===== config.mk =====
export PLATFORM = sky130hd
export DESIGN_NAME = song_mem_sequencer
export DESIGN_NICKNAME = d
export VERILOG_FILES = /design/src/rtl/song_mem_sequencer.sv
export SDC_FILE = /design/constraint.sdc
export NUM_CORES = 1
export LEC_CHECK = 0
export BUFFER_PORTS_ARGS = -buffer_cell sky130_fd_sc_hd__buf_4
export CORE_MARGIN = 4
export CORE_UTILIZATION = 40
export CTS_CLUSTER_SIZE = 28
export DETAILED_ROUTE_END_ITERATION = 10
export HOLD_SLACK_MARGIN = 0.05
export PLACE_DENSITY = 0.57
export SYNTH_ARGS = -nofsm -noshare
export SYNTH_HDL_FRONTEND = slang
export SYNTH_SLANG_ARGS = --single-unit

===== constraint.sdc =====
create_clock -name clk -period 6.43 [get_ports clk]
set_input_delay 0.3215 -clock clk [delete_from_list [all_inputs] [get_ports clk]]
set_output_delay 0.3215 -clock clk [all_outputs]
set_load 0.1 [all_outputs]

===== src/rtl/song_mem_sequencer.sv =====
// Song memory sequencer: turns start/pause/mode/slot control and sample ticks into req/ack memory transactions.
// Optional PLAY_LOOP_EN: playback wraps to offset 0 at end of song instead of finishing.
module song_mem_sequencer #(
  parameter int unsigned OFF_W  = 15,
  parameter int unsigned DATA_W = 8
) (
  input  logic                clk,
  input  logic                reset_n,
  input  logic                start_song,
  input  logic                record_mode,
  input  logic [3:0]          song_choice,
  input  logic                pause_song,
  input  logic                sample_tick,
  input  logic [DATA_W-1:0]   rec_data,
  output logic                mem_req,
  output logic                mem_we,
  output logic [4+OFF_W-1:0]  mem_addr,
  output logic [DATA_W-1:0]   mem_wdata,
  input  logic                mem_ack,
  input  logic [DATA_W-1:0]   mem_rdata,
  output logic [DATA_W-1:0]   play_data,
  output logic                play_valid,
  output logic                song_done,
  output logic                overrun
);

  localparam int unsigned ADDR_W = 4 + OFF_W;
  localparam int unsigned LEN_W  = OFF_W + 1;
  localparam int unsigned SLOTS  = 16;

  typedef enum logic [1:0] {IDLE, RUN, XFER, FIN} state_t;

  state_t              state_q, state_d;
  logic [3:0]          slot_q, slot_d;
  logic                rec_q, rec_d;
  logic [OFF_W-1:0]    offset_q, offset_d;
  logic [LEN_W-1:0]    len_q [SLOTS];

  logic                mem_req_d, mem_we_d;
  logic [ADDR_W-1:0]   mem_addr_d;
  logic [DATA_W-1:0]   mem_wdata_d, play_data_d;
  logic                play_valid_d, song_done_d, overrun_d;

  logic                len_we;
  logic [3:0]          len_idx;
  logic [LEN_W-1:0]    len_wval;

  logic [LEN_W-1:0]    cur_len;
  logic                last_off;
  logic                play_end;

  assign cur_len  = len_q[slot_q];
  assign last_off = (offset_q == {OFF_W{1'b1}});
  assign play_end = ((LEN_W'(offset_q) + LEN_W'(1)) == cur_len);

  // State, datapath and length table registers
  always_ff @(posedge clk or negedge reset_n) begin
    if (!reset_n) begin
      state_q    <= IDLE;
      slot_q     <= '0;
      rec_q      <= 1'b0;
      offset_q   <= '0;
      mem_req    <= 1'b0;
      mem_we     <= 1'b0;
      mem_addr   <= '0;
      mem_wdata  <= '0;
      play_data  <= '0;
      play_valid <= 1'b0;
      song_done  <= 1'b0;
      overrun    <= 1'b0;
      for (int unsigned i = 0; i < SLOTS; i++) len_q[i] <= '0;
    end else begin
      state_q    <= state_d;
      slot_q     <= slot_d;
      rec_q      <= rec_d;
      offset_q   <= offset_d;
      mem_req    <= mem_req_d;
      mem_we     <= mem_we_d;
      mem_addr   <= mem_addr_d;
      mem_wdata  <= mem_wdata_d;
      play_data  <= play_data_d;
      play_valid <= play_valid_d;
      song_done  <= song_done_d;
      overrun    <= overrun_d;
      if (len_we) len_q[len_idx] <= len_wval;
    end
  end

  // Next-state and output logic; start_song overrides everything, including a same-cycle ack
  always_comb begin
    state_d      = state_q;
    slot_d       = slot_q;
    rec_d        = rec_q;
    offset_d     = offset_q;
    mem_req_d    = mem_req;
    mem_we_d     = mem_we;
    mem_addr_d   = mem_addr;
    mem_wdata_d  = mem_wdata;
    play_data_d  = play_data;
    play_valid_d = 1'b0;
    overrun_d    = overrun;
    len_we       = 1'b0;
    len_idx      = slot_q;
    len_wval     = '0;

    if (start_song) begin
      state_d   = RUN;
      slot_d    = song_choice;
      rec_d     = record_mode;
      offset_d  = '0;
      overrun_d = 1'b0;
      mem_req_d = 1'b0;
      mem_we_d  = 1'b0;
      len_we    = record_mode;
      len_idx   = song_choice;
    end else begin
      case (state_q)
        IDLE: ;
        RUN: begin
          if (!rec_q && (cur_len == '0)) begin
`ifdef PLAY_LOOP_EN
            state_d = RUN;
`else
            state_d = FIN;
`endif
          end else if (sample_tick && !pause_song) begin
            mem_req_d  = 1'b1;
            mem_we_d   = rec_q;
            mem_addr_d = {slot_q, offset_q};
            if (rec_q) mem_wdata_d = rec_data;
            state_d    = XFER;
          end
        end
        XFER: begin
          if (sample_tick) overrun_d = 1'b1;
          if (mem_ack) begin
            mem_req_d = 1'b0;
            offset_d  = offset_q + OFF_W'(1);
            if (rec_q) begin
              len_we   = 1'b1;
              len_wval = LEN_W'(offset_q) + LEN_W'(1);
              state_d  = last_off ? FIN : RUN;
            end else begin
              play_data_d  = mem_rdata;
              play_valid_d = 1'b1;
              if (play_end) begin
`ifdef PLAY_LOOP_EN
                offset_d = '0;
                state_d  = RUN;
`else
                state_d  = FIN;
`endif
              end else begin
                state_d = RUN;
              end
            end
          end
        end
        FIN:     state_d = IDLE;
        default: state_d = IDLE;
      endcase
    end

    song_done_d = (state_d == FIN);
  end

endmodule


### Yosys cells after proc, flatten, opt, wreduce, memory -nomap -nowiden

Cells that the tools add are included.

* $add $sub $neg: 2
* order comparisons: 3
* eq/ne operators: 10
* muxes and demuxes: 42
* bitwise operators: 5
* reductions and logical operators: 19

Operator list (count)
* $bwmux 256: 1
* $mux 16: 7
* $bmux 16 s4: 1
* $demux 16 s4: 1
* $mux 15: 3
* $mux 1: 19
* $add 15x1->16 const B: 1
* $eq 16x16->1: 1
* $logic_not 16->1: 1
* $add 15x1->15 const B: 1
* $eq 15x15->1 const B: 1
* $mux 2: 7
* $reduce_and 4->1: 3
* $ge 5x5->1 const B: 2
* $not 4->5: 2
* $reduce_bool 2->1: 5
* $ne 3x3->1 const B: 3
* $eq 2x2->1 const B: 3
* $pmux 2 s3: 1
* $lt 5x1->1 const B: 1
* $reduce_and 5->1: 1
* $mux 4: 1
* $reduce_and 2->1: 2
* $logic_and 1x1->1: 3
* other kinds (7): 10

* bits in registers: 318
* input port bits: 27
* output and inout port bits: 40

### Depth between registers and ports, before layout

Gate-level depths: netlist (run 1).

* word-level depth: 11
* depth in mapped cells: 14
* depth with buffers taken out: 9

### Worst setup path before layout (run 1)

No wires, ideal clock.

* path kind: reg2reg
* start: register slot_q[0]
* end: register mem_addr[10]
* data arrival time: 2.707 ns
* setup slack: 3.597 ns
* cell stages (with the launch flop): 13
* path buffers: 5
* period minus slack after synthesis: 2.833 ns
* cells stage by stage: dfrtp_1 -> buf_6 -> buf_6 -> buf_6 -> mux4_2 -> a22oi_1 -> nand3_1 -> nor4_2 -> a21oi_2 -> nor2b_4 -> buf_6 -> buf_12 -> mux2_4

* longest elaborated chain between the ends: 8

Ends and longest elaborated chain
* start, declared: RTL line 34 `logic [3:0] slot_q, slot_d;`
* start signal, assigned: RTL line 74 `slot_q <= slot_d;`
* $not 4->5 (implied by the code): RTL line 52 `assign cur_len = len_q[slot_q];`
* $bmux 16 s4: RTL line 52
* $mux 16 (implied by the code) (2 in series): RTL line 52
* $logic_not 16->1: RTL line 120 `if (!rec_q && (cur_len == '0)) begin`
* $logic_and 1x1->1: RTL line 120
* $not 1->1 (no line)
* $reduce_and 4->1 (no line)
* end signal, assigned: RTL line 79 `mem_addr <= mem_addr_d;`
* end, declared: RTL line 17 `output logic [4+OFF_W-1:0] mem_addr,`

Every way passes these cells. The select of a mux whose other input is x is not followed.
A chain may end at the register's enable or synchronous reset.

### Worst setup path in the final report (run 1)

* start: register slot_q[2]
* end: register mem_addr[1]

The elaborated chain is that of the path after synthesis.

==> results of run 1 <==
## sequential cells by signal, summed over array words and instances, names as in the netlist, 2 cells and up
register / count
offset_q: 15
mem_addr: 19
slot_q: 4
len_q: 256
play_data: 8
state_q: 2
mem_wdata: 8
## routing by layer
layer	routed length, um	up-vias	part of all wire (%)
li1	-	4792	-
met2	17300	265	45
met1	18000	4991	47
met5	0	-	0
met4	1060	0	2.8
met3	2000	71	5.2
## worst max-delay path: cells and delay by family (launching register included)
kind	cells	cell delay (ps)
and+or+nand+nor	4	1060
AOI/OAI and AO/OA	3	830
buffers and inverters	1	660
DFF	1	640
muxes	1	410
## logic make-up (layout without fill, tap and decap cells)
logic type               Yosys count  in the layout
other                              0              1
multiplexers                     132            132
flip-flops                       318            318
XOR/XNOR                          43             43
AND/OR/NAND/NOR                  452            452
AO/OA/AOI/OAI                    292            292
adder cells (fa/ha/maj)            1              1
buffers and inverters            132            190
## cells in the final DEF, fill, tap and decap left out, types with 3 or more instances in the layout
master | Yosys | final
a21oi_1 | 7 | 7
a221oi_1 | 4 | 4
a22oi_1 | 15 | 15
a31oi_1 | 4 | 4
and2_1 | 4 | 4
and3_1 | 4 | 4
and4_1 | 3 | 3
buf_4 | 10 | 85
clkbuf_1 | 76 | 14
clkbuf_16 | 0 | 37
clkbuf_8 | 0 | 4
clkinv_2 | 0 | 4
dfrtp_1 | 318 | 315
dlygate4sd3_1 | 0 | 19
inv_1 | 21 | 21
mux2_2 | 19 | 19
mux2_4 | 11 | 11
mux2i_1 | 50 | 50
mux4_1 | 12 | 12
mux4_2 | 40 | 40
nand2_1 | 314 | 311
nand2_2 | 0 | 3
nand2b_1 | 12 | 12
nand3_1 | 25 | 25
nand4_1 | 7 | 7
nor2_1 | 39 | 39
nor2b_1 | 12 | 12
nor3_1 | 7 | 7
nor4b_1 | 3 | 3
o21ai_0 | 244 | 244
o21bai_1 | 3 | 3
or3_1 | 6 | 6
xnor2_1 | 22 | 22
xor2_1 | 21 | 21
## area by class of cell
cell class | instances | share of cell area (%)
inverters | 22 | 0.496
multi-input cells | 920 | 36.3
diodes | 1 | 0.0150
flip-flops and latches | 318 | 47.8
clock buffers | 55 | 6.20
clock inverters | 7 | 0.533
repair buffers | 106 | 5.18
well taps | 461 | 3.46
## report_power, final
group / internal, uW / switching (uW) / total [uW]
sequential: 2080 / 63.1 / 2140
combinational: 192 / 473 / 665
clock: 1190 / 809 / 2000
total: 3450 / 1350 / 4800
## repair_timing
action,in CTS,in global routing
hold buffers,19,0
endpoints found under the hold margin,95,0
setup buffers,0,0
## through the flow
step	cells	instance area, um^2
final	1890	16700
after global routing	1889	16700
after global placement	1808	15300
after CTS	1889	16700
after floorplan	1370	14600
after detailed placement	1808	15300
## how the worst min path moves through the flow
stage / depth (start not counted) / start / to / slack, ps
CTS: 2 / song_choice[1] / slot_q[1]$_DFF_PN0_ / 80
detailed placement: 1 / reset_n / play_data[2]$_DFFE_PN0P_ / 350
finish: 2 / song_choice[1] / slot_q[1]$_DFF_PN0_ / 100
global placement: 1 / reset_n / play_data[2]$_DFFE_PN0P_ / 350
global route: 2 / song_choice[1] / slot_q[1]$_DFF_PN0_ / 100
floorplan: 0 / reset_n / len_q[0]$_DFFE_PN0P_ / 30
==> summary.txt, run 1 <==
Outcome
  – Status: finished clean

Min path
  – Worst hold path class: primary input to flop

Synth
  – Post-synthesis cell type count: 59
  – Top_reg_cell synth: dfrtp_1
  – Simple-Gate Fraction of Synth Area: 13.4%
  – Post-synthesis mux area share: 14.3%
  – Synth top area cells: dfrtp_1 54%, o21ai_0 8.3%, nand2_1 8.1%
  – Syn_area_per_cell: 10.7 um^2
  – Post-synth top area share: 54.4%
  – Main combinational cell family by area after synthesis: multiplexers
  – Synth Area in Compound Gates: 10.8%
  – Area leader, netlist: dfrtp_1
  – Seq cells post-synth: 318
  – Syn_nets: 1,398
  – Synthesized cell area: 14,600 um^2
  – Synth top cells by count: 318 x dfrtp_1, 314 x nand2_1, 244 x o21ai_0
  – XOR/XNOR share of the synthesized area: 2.57%
  – Ys async rst share: 100%
  – Post-synth EDFFs: 0
  – Ys Warns: 0
  – Seq/Total Area, Yosys: 54.4%
  – Post-Synth Adder-Cell Area: 0.0855%
  – Post-Syn Instances: 1,370
  – Count leader, synth: dfrtp_1

Timing
  – Final setup violation count: 0
  – Clock skew: 11.2 ps
  – Final Hold Vio Count: 0
  – Slew headroom: 33.3%
  – Tcrit/Tclk final: 58.9%
  – Fin crit period: 3790 ps
  – Setup_tns: 0 ps
  – Fmax: 0.264 GHz
  – Final worst slack: 2640 ps
  – Slew Limit Fails: 0
  – Slew of the pin with the lowest slew margin: 1000 ps
  – Hold slack: 101 ps
  – Unrepaired setup endpoints after global routing: no

Clocking
  – Resized cells post-CTS: 0
  – H-tree levels: 2
  – CTS Buf Count: 37
  – Clock-pin slew on the worst setup and hold paths: 60 ps
  – Clock Latency Late Sink: 510 ps
  – CTS sink count: 318
  – Root Buffer: clkbuf_16
  – CTS tree: built
  – Clock Path Buffers: 3

Cells and area
  – Net count reported at finish: 1,433
  – Share of cells above drive strength 1: 15.4%
  – Synth-to-Final Area Change: 13.9%
  – Filler cells: 3,312
  – Layout Utilization: 46.5%
  – Total area of sequential cells: 7960 um^2
  – Multi-input logic area: 6050 um^2

Global routing
  – Largest net degree at the start of global routing: 163
  – Met1 usage: 28.3%
  – Total gr overflow: 0
  – Vias in the first global route: 10,300
  – Initial antenna violation count: 0
  – Gr busiest metal: met2
  – Gr usage total: 19.5%
  – First-pass GRT wire length: 60.4 mm
  – Met2 usage: 30.7%
  – Grt met3 use: 2.87%

Pwr
  – Tot Pwr: 4800 uW
  – Leakage dissipation: 0.00733 uW
  – PD cells: 288 nW/um^2
  – Peak supply drop: 0.138 mV

Flow run
  – Max-cap violations: 0

Detailed routing
  – Vias per inst: 5.35
  – Vias: 10,100
  – TritonRoute pass-1 iters: 5
  – DRC Markers: 0
  – Drt wl/cell: 20.3 um
  – Post-route ant nets: 0
  – DRT iter0 DRCs: 653
  – Routed WL: 38.3 mm

Placement
  – PortBufs: 66
  – GP Congestion: 0.816
  – Post-DP HPWL: 23.2 mm
  – Worst slack, placed: 2610 ps

Worst setup path
  – Worst setup path end: mem_addr[1]$_DFFE_PN0P_
  – Startpoint class of the critical path: flop
  – R2R Setup Slk: 2640 ps
  – Slowest-stage cell, CP: buf_4
  – Critical Path Start: slot_q[2]$_DFF_PN0_
  – CP max FO: 47
  – Reg2Reg Depth: 9
  – Reg-to-reg startpoint: slot_q[2]$_DFF_PN0_
  – Worst r2r dst: mem_addr[1]$_DFFE_PN0P_
  – CP Class: flop to flop
  – Worst Path Arrival: 4180 ps
  – CP Data Required Time: 6820 ps
  – Critical Path Max Stage Delay: 660 ps
  – Cell Chain, Critical Path: buf_4 -> nor2_1 -> a221oi_1 -> a22oi_1 -> nand4bb_1 -> nor4_4 -> a21oi_2 -> nor2b_4 -> mux2_2
  – CP endpoint kind: flop

Die
  – DIE HEIGHT: 199 um
  – Die Area: 39,700 um^2
  – Die X-Extent: 199 um
  – Cell Rows: 69
  – Core area: 35,800 um^2
  – Initial core utilization: 40.8%
  – Ports: 67
Power figures use the tool's default switching activity.
==> run 2, diff against run 1 <==
==> constraint.sdc (replaced) <==
create_clock -name clk -period 4 [get_ports clk]
set_input_delay 0.2 -clock clk [delete_from_list [all_inputs] [get_ports clk]]
set_output_delay 0.2 -clock clk [all_outputs]
set_load 0.1 [all_outputs]
==> run 2 against run 1 <==
Against the previous run: register-to-register slack worse by 2200 ps; clock skew down 2.5 ps; first-iteration DRC count rose by 14%; flip-flop and latch count did not move; die area is the same; clock power is 65% higher; fmax rose by 7.5%; count of clock-buffer cells in the layout is 4 lower; routed wire length is 1.1% higher; critical path type unchanged; sequential power rose by 61%; setup slack got worse by 2200 ps.
==> summary.txt, run 2 (synthesis gave the netlist of run 1 again) <==
Outcome
  – Status: finished clean (unchanged)

Die
  – Initial core utilization: 40.8% (unchanged)
  – Ports: 67 (unchanged)
  – Die Area: 39,700 um^2 (unchanged)
  – Core area: 35,800 um^2 (unchanged)
  – DIE HEIGHT: 199 um (unchanged)
  – Die X-Extent: 199 um (unchanged)
  – Cell Rows: 69 (unchanged)

Clocking
  – Clock-pin slew on the worst setup and hold paths: 60 ps (about the same)
  – Clock Latency Late Sink: 510 ps (about the same)
  – Root Buffer: clkbuf_16 (unchanged)
  – CTS sink count: 318 (unchanged)
  – Clock Path Buffers: 3 (unchanged)
  – H-tree levels: 2 (unchanged)
  – CTS Buf Count: 35 (was 37)
  – CTS tree: built (unchanged)

Cells and area
  – Layout Utilization: 47.3% (was 46.5%)
  – Most frequent cells in the layout: 315 x dfrtp_1, 314 x nand2_1, 244 x o21ai_0 (was 315 x dfrtp_1, 311 x nand2_1, 244 x o21ai_0)
  – Biggest register: len_q (unchanged)
  – Most common cell after layout, fill and taps aside: dfrtp_1 (unchanged)
  – Antenna diode count: 0 (was 1)
  – Finished Cell Area: 17,000 um^2 (was 16,700 um^2)
  – Largest regs: len_q x256, mem_addr x19, offset_q x15 (unchanged)
  – Share of cells above drive strength 1: 16.6% (was 15.4%)
  – Filler cells: 3,284 (was 3,312)
  – Largest register FFs: 256 (unchanged)
  – Multi-input logic area: 6040 um^2 (was 6050 um^2)
  – Total area of sequential cells: 7960 um^2 (unchanged)
  – Net count reported at finish: 1,447 (was 1,433)
  – Synth-to-Final Area Change: 15.9% (was 13.9%)

Min path
  – Worst hold path class: primary input to flop (unchanged)

Global routing
  – Initial antenna violation count: 0 (unchanged)
  – Total gr overflow: 0 (unchanged)
  – Vias in the first global route: 10,200 (was 10,300)
  – Gr usage total: 19.9% (was 19.5%)
  – Largest net degree at the start of global routing: 108 (was 163)
  – First-pass GRT wire length: 61.6 mm (was 60.4 mm)

Timing
  – Unrepaired setup endpoints after global routing: no (unchanged)
  – Final setup violation count: 0 (unchanged)
  – Slew Limit Fails: 0 (unchanged)
  – Fmax: 0.284 GHz (was 0.264 GHz)
  – Tcrit/Tclk final: 88.1% (was 58.9%)
  – Setup_tns: 0 ps (unchanged)
  – Slew of the pin with the lowest slew margin: 826 ps (was 1000 ps)
  – Clock skew: 8.67 ps (was 11.2 ps)
  – Slew headroom: 44.9% (was 33.3%)
  – Final Hold Vio Count: 0 (unchanged)
  – Fin crit period: 3520 ps (was 3790 ps)

Worst setup path
  – Cell Chain, Critical Path: buf_4 -> mux4_2 -> mux2i_1 -> nor3b_1 -> a31oi_1 -> nor4_2 -> a21oi_2 -> nor2b_4 -> mux2_4 (was buf_4 -> nor2_1 -> a221oi_1 -> a22oi_1 -> nand4bb_1 -> nor4_4 -> a21oi_2 -> nor2b_4 -> mux2_2)
  – Startpoint class of the critical path: flop (unchanged)
  – CP endpoint kind: flop (unchanged)
  – CP Class: flop to flop (unchanged)
  – Critical Path Max Stage Delay: 840 ps (was 660 ps)
  – CP Data Required Time: 4390 ps (was 6820 ps)
  – CP max FO: 26 (was 47)
  – Slowest-stage cell, CP: dfrtp_2 (was buf_4)
  – Worst Path Arrival: 3920 ps (was 4180 ps)

Detailed routing
  – Routed WL: 38.8 mm (was 38.3 mm)
  – DRC Markers: 0 (unchanged)
  – TritonRoute pass-1 iters: 5 (unchanged)
  – Vias: 10,100 (about the same)
  – DRT iter0 DRCs: 746 (was 653)
  – Drt wl/cell: 20.3 um (about the same)
  – Vias per inst: 5.31 (was 5.35)
  – Post-route ant nets: 0 (unchanged)

Flow run
  – Max-cap violations: 0 (unchanged)

Placement
  – Post-DP HPWL: 25.1 mm (was 23.2 mm)
  – Placed cell area: 15,600 um^2 (was 15,300 um^2)
  – GP Congestion: 0.850 (was 0.816)
  – PortBufs: 66 (unchanged)

Pwr
  – Leakage dissipation: 0.00751 uW (was 0.00733 uW)
  – Tot Pwr: 7830 uW (was 4800 uW)
  – PD cells: 462 nW/um^2 (was 288 nW/um^2)
  – Peak supply drop: 0.208 mV (was 0.138 mV)
run 2: area by class of cell:
cell class | instances | area share, %
multi-input combinational | 920 | 35.6
clock buffer | 51 | 6.24
sequential | 318 | 46.9
tap | 461 | 3.40
inverter | 22 | 0.487
clock inverter | 11 | 0.767
timing repair buffer | 122 | 6.55
run 2: path summary, 6_finish.rpt:
| kind | cells after the start | to | startpoint | slack (ps) |
|---|---|---|---|---|
| worst min-delay path | 3 | slot_q[2]$_DFF_PN0_ | song_choice[2] | 90 |
| worst min register to register | 2 | play_data[7]$_DFFE_PN0P_ | play_data[7]$_DFFE_PN0P_ | 470 |
| min in group asynchronous | 2 | play_data[2]$_DFFE_PN0P_ | reset_n | 340 |
| worst max-delay path | 9 | mem_addr[7]$_DFFE_PN0P_ | slot_q[2]$_DFF_PN0_ | 480 |
| worst max register to register | 9 | mem_addr[7]$_DFFE_PN0P_ | slot_q[2]$_DFF_PN0_ | 480 |
| max in group asynchronous | 3 | slot_q[2]$_DFF_PN0_ | reset_n | 2600 |
run 2: critical path, delay by kind of cell, from the launching register on:
kind,cells,cell delay (ps)
multiplexers,3,1150
flip-flops,1,840
buffers and inverters,1,300
AND/OR/NAND/NOR,3,870
AO/OA/AOI/OAI,2,230
run 2: per-layer routing:
metal,track usage [%],wire length (um),up-vias,part of all wire (%)
met2,31.3,17500,208,45
li1,-,-,4823,-
met3,2.55,1620,50,4.2
met5,0,0,-,0
met1,30.0,18900,5027,49
met4,4.08,722,0,1.9
run 2: repair_timing:
| item | in CTS | in global routing |
|---|---|---|
| hold endpoints to repair | 123 | 0 |
| hold buffers | 20 | 0 |
| resized for setup | 0 | 0 |
| buffers inserted | 0 | 0 |
run 2: stage by stage:
stage | worst slack [ps] | hold WS [ps] | cells
6_report | 475 | 86.7 | 1905
5_1_grt | 235 | 87.0 | 1905
4_1_cts | 473 | 73.3 | 1905
3_5_place_dp | 489 | 333 | 1823
3_3_place_gp | 545 | 333 | 1823
2_1_floorplan | 1170 | -95.6 | 1370
run 2: report_power, final:
part / switching, uW / internal, uW / leakage [uW]
Sequential: 101 / 3340 / 0.00437
Combinational: 770 / 326 / 0.00254
Clock: 1270 / 2030 / 0.000594
==> run 3, diff against run 2 <==
--- a/config.mk
+++ b/config.mk
@@ -11,7 +11,7 @@
 export CTS_CLUSTER_SIZE = 28
 export DETAILED_ROUTE_END_ITERATION = 10
 export HOLD_SLACK_MARGIN = 0.05
-export PLACE_DENSITY = 0.57
+export PLACE_DENSITY = 0.56
 export SYNTH_ARGS = -nofsm -noshare
 export SYNTH_HDL_FRONTEND = slang
 export SYNTH_SLANG_ARGS = --single-unit
==> run 3 against run 2 <==
Against the previous run: hold slack better by 9.2 ps; first-iteration DRC count down 21%; setup slack worse by 180 ps; clock skew up 6.5 ps; sequential power about the same; via count up 0.26%; design area down 0.56%; flip-flop and latch count unchanged; cell count up 0.21%; combinational power about the same; sequential share of layout area up 0.26 points; register-to-register slack worse by 180 ps.
==> summary.txt, run 3 (synthesis gave the netlist of run 1 again) <==
Outcome
  – Status: finished clean (unchanged)

Worst setup path
  – Startpoint class of the critical path: flop (unchanged)
  – Reg2Reg Depth: 9 (unchanged)
  – CP max FO: 28 (was 26)
  – Most common cell on crit path: mux2i_1
  – CP Class: flop to flop (unchanged)
  – Cell Chain, Critical Path: buf_4 -> mux4_2 -> mux2i_1 -> mux2i_1 -> xnor2_1 -> a2111oi_0 -> nor4b_1 -> and4_1 -> o32a_1 (was buf_4 -> mux4_2 -> mux2i_1 -> nor3b_1 -> a31oi_1 -> nor4_2 -> a21oi_2 -> nor2b_4 -> mux2_4)
  – Slowest-stage cell, CP: dfrtp_2 (unchanged)
  – CP Data Required Time: 4440 ps (was 4390 ps)
  – Reg-to-reg startpoint: slot_q[2]$_DFF_PN0_ (unchanged)
  – Critical Path Start: slot_q[2]$_DFF_PN0_ (unchanged)
  – Critical Path Max Stage Delay: 890 ps (was 840 ps)
  – CP endpoint kind: flop (unchanged)
  – Worst Path Arrival: 4140 ps (was 3920 ps)

Cells and area
  – Layout Utilization: 47.1% (was 47.3%)
  – Share of cells above drive strength 1: 16.6% (about the same)
  – Most frequent cells in the layout: 315 x dfrtp_1, 314 x nand2_1, 244 x o21ai_0 (unchanged)
  – Multi-input logic area: 6040 um^2 (unchanged)
  – Antenna diode count: 0 (unchanged)
  – Largest register FFs: 256 (unchanged)
  – Finished Cell Area: 16,900 um^2 (was 17,000 um^2)
  – Total area of sequential cells: 7960 um^2 (unchanged)
  – Largest regs: len_q x256, mem_addr x19, offset_q x15 (unchanged)
  – Filler cells: 3,320 (was 3,284)
  – Net count reported at finish: 1,452 (was 1,447)
  – Synth-to-Final Area Change: 15.3% (was 15.9%)
  – Biggest register: len_q (unchanged)
  – Most common cell after layout, fill and taps aside: dfrtp_1 (unchanged)

Timing
  – Setup_tns: 0 ps (unchanged)
  – Final setup violation count: 0 (unchanged)
  – Fin crit period: 3710 ps (was 3520 ps)
  – Slew of the pin with the lowest slew margin: 963 ps (was 826 ps)
  – Clock skew: 15.2 ps (was 8.67 ps)
  – Tcrit/Tclk final: 92.7% (was 88.1%)
  – Slew headroom: 35.8% (was 44.9%)
  – Slew Limit Fails: 0 (unchanged)
  – Unrepaired setup endpoints after global routing: no (unchanged)
  – Final Hold Vio Count: 0 (unchanged)
  – Fmax: 0.270 GHz (was 0.284 GHz)

Detailed routing
  – Post-route ant nets: 0 (unchanged)
  – Vias per inst: 5.31 (about the same)
  – Drt wl/cell: 20.4 um (was 20.3 um)
  – Routed WL: 38.9 mm (was 38.8 mm)
  – TritonRoute pass-1 iters: 5 (unchanged)
  – DRC Markers: 0 (unchanged)
  – DRT iter0 DRCs: 588 (was 746)
  – Vias: 10,100 (about the same)

Clocking
  – Clock Latency Late Sink: 510 ps (about the same)
  – CTS Buf Count: 36 (was 35)
  – Clock Path Buffers: 3 (unchanged)
  – CTS sink count: 318 (unchanged)
  – Post-CTS setup buffers: 0 (unchanged)
  – CTS tree: built (unchanged)
  – Clock-pin slew on the worst setup and hold paths: 60 ps (about the same)
  – H-tree levels: 2 (unchanged)
  – Root Buffer: clkbuf_16 (unchanged)

Min path
  – Hold_sp: start_song (was song_choice[2])
  – Min-Delay Path Depth: 2 (was 3)
  – Worst hold path class: primary input to flop (unchanged)

Die
  – Core area: 35,800 um^2 (unchanged)
  – Die Area: 39,700 um^2 (unchanged)
  – DIE HEIGHT: 199 um (unchanged)
  – Cell Rows: 69 (unchanged)
  – Initial core utilization: 40.8% (unchanged)
  – Ports: 67 (unchanged)
  – Die X-Extent: 199 um (unchanged)

Placement
  – GP Congestion: 0.839 (was 0.850)
  – Placed cell area: 15,500 um^2 (was 15,600 um^2)
  – PortBufs: 66 (unchanged)
  – Post-DP HPWL: 24.7 mm (was 25.1 mm)

Pwr
  – PD cells: 463 nW/um^2 (was 462 nW/um^2)
  – Tot Pwr: 7820 uW (was 7830 uW)
  – Leakage dissipation: 0.00746 uW (was 0.00751 uW)
  – Peak supply drop: 0.220 mV (was 0.208 mV)

Global routing
  – Initial antenna violation count: 0 (unchanged)
  – Total gr overflow: 0 (unchanged)
  – Gr usage total: 20.0% (was 19.9%)
  – First-pass GRT wire length: 61.6 mm (about the same)
  – Vias in the first global route: 10,200 (about the same)
  – Largest net degree at the start of global routing: 116 (was 108)

Flow run
  – Max-cap violations: 0 (unchanged)
run 3: changes by cell type in the layout (fill, tap and decap cells not counted):
cell       before  now
clkbuf_1        6   10
buf_12         11    2
buf_4          90  103
clkbuf_8        8   10
bufinv_16       3    2
clkinv_2        8    3
run 3: final cells by class:
class / count / area share (%)
clock inverters: 5 / 0.445
inverters: 22 / 0.490
clock buffers: 57 / 6.53
repair buffers: 126 / 6.10
well taps: 461 / 3.42
multi-input cells: 920 / 35.8
flip-flops and latches: 318 / 47.2
run 3: power by group:
group | switching [uW] | total, uW | internal (uW)
Clock | 1270 | 3280 | 2010
Sequential | 116 | 3450 | 3340
Combinational | 761 | 1090 | 325
Total | 2150 | 7820 | 5670
run 3: worst paths after layout:
path	endpoint	slack, ps
max	song_done$_DFF_PN0_	290
min in group asynchronous	play_data[1]$_DFFE_PN0P_	370
min	offset_q[7]$_DFFE_PN0P_	100
min reg2reg	len_q[67]$_DFFE_PN0P_	470
max in group asynchronous	len_q[239]$_DFFE_PN0P_	2420
max reg2reg	song_done$_DFF_PN0_	290
run 3: critical path, delay by kind of cell (launching register included):
family          cells  cell delay [ps]
compound gates      2              690
xor+xnor            1              190
buf+inv             1              320
flops               1              890
mux                 3              910
simple gates        2              600
run 3: repair_timing:
action / CTS / global route
resized for setup: 0 / 0
hold buffers: 20 / 0
hold endpoints to repair: 126 / 0
run 3: per-layer routing:
layer	share of wire (%)	GRT usage, %
met4	2.8	5.65
met2	45	31.8
met1	47	29.0
met3	4.6	2.98
met5	0	0
run 3: through the flow:
| stage | cells | hold WS [ps] | setup WS, ps |
|---|---|---|---|
| after floorplan | 1370 | -95.6 | 1170 |
| after global placement | 1827 | 368 | 515 |
| after detailed placement | 1827 | 371 | 360 |
| after CTS | 1909 | 75.5 | 305 |
| after global routing | 1909 | 107 | 110 |
| final | 1909 | 95.9 | 293 |
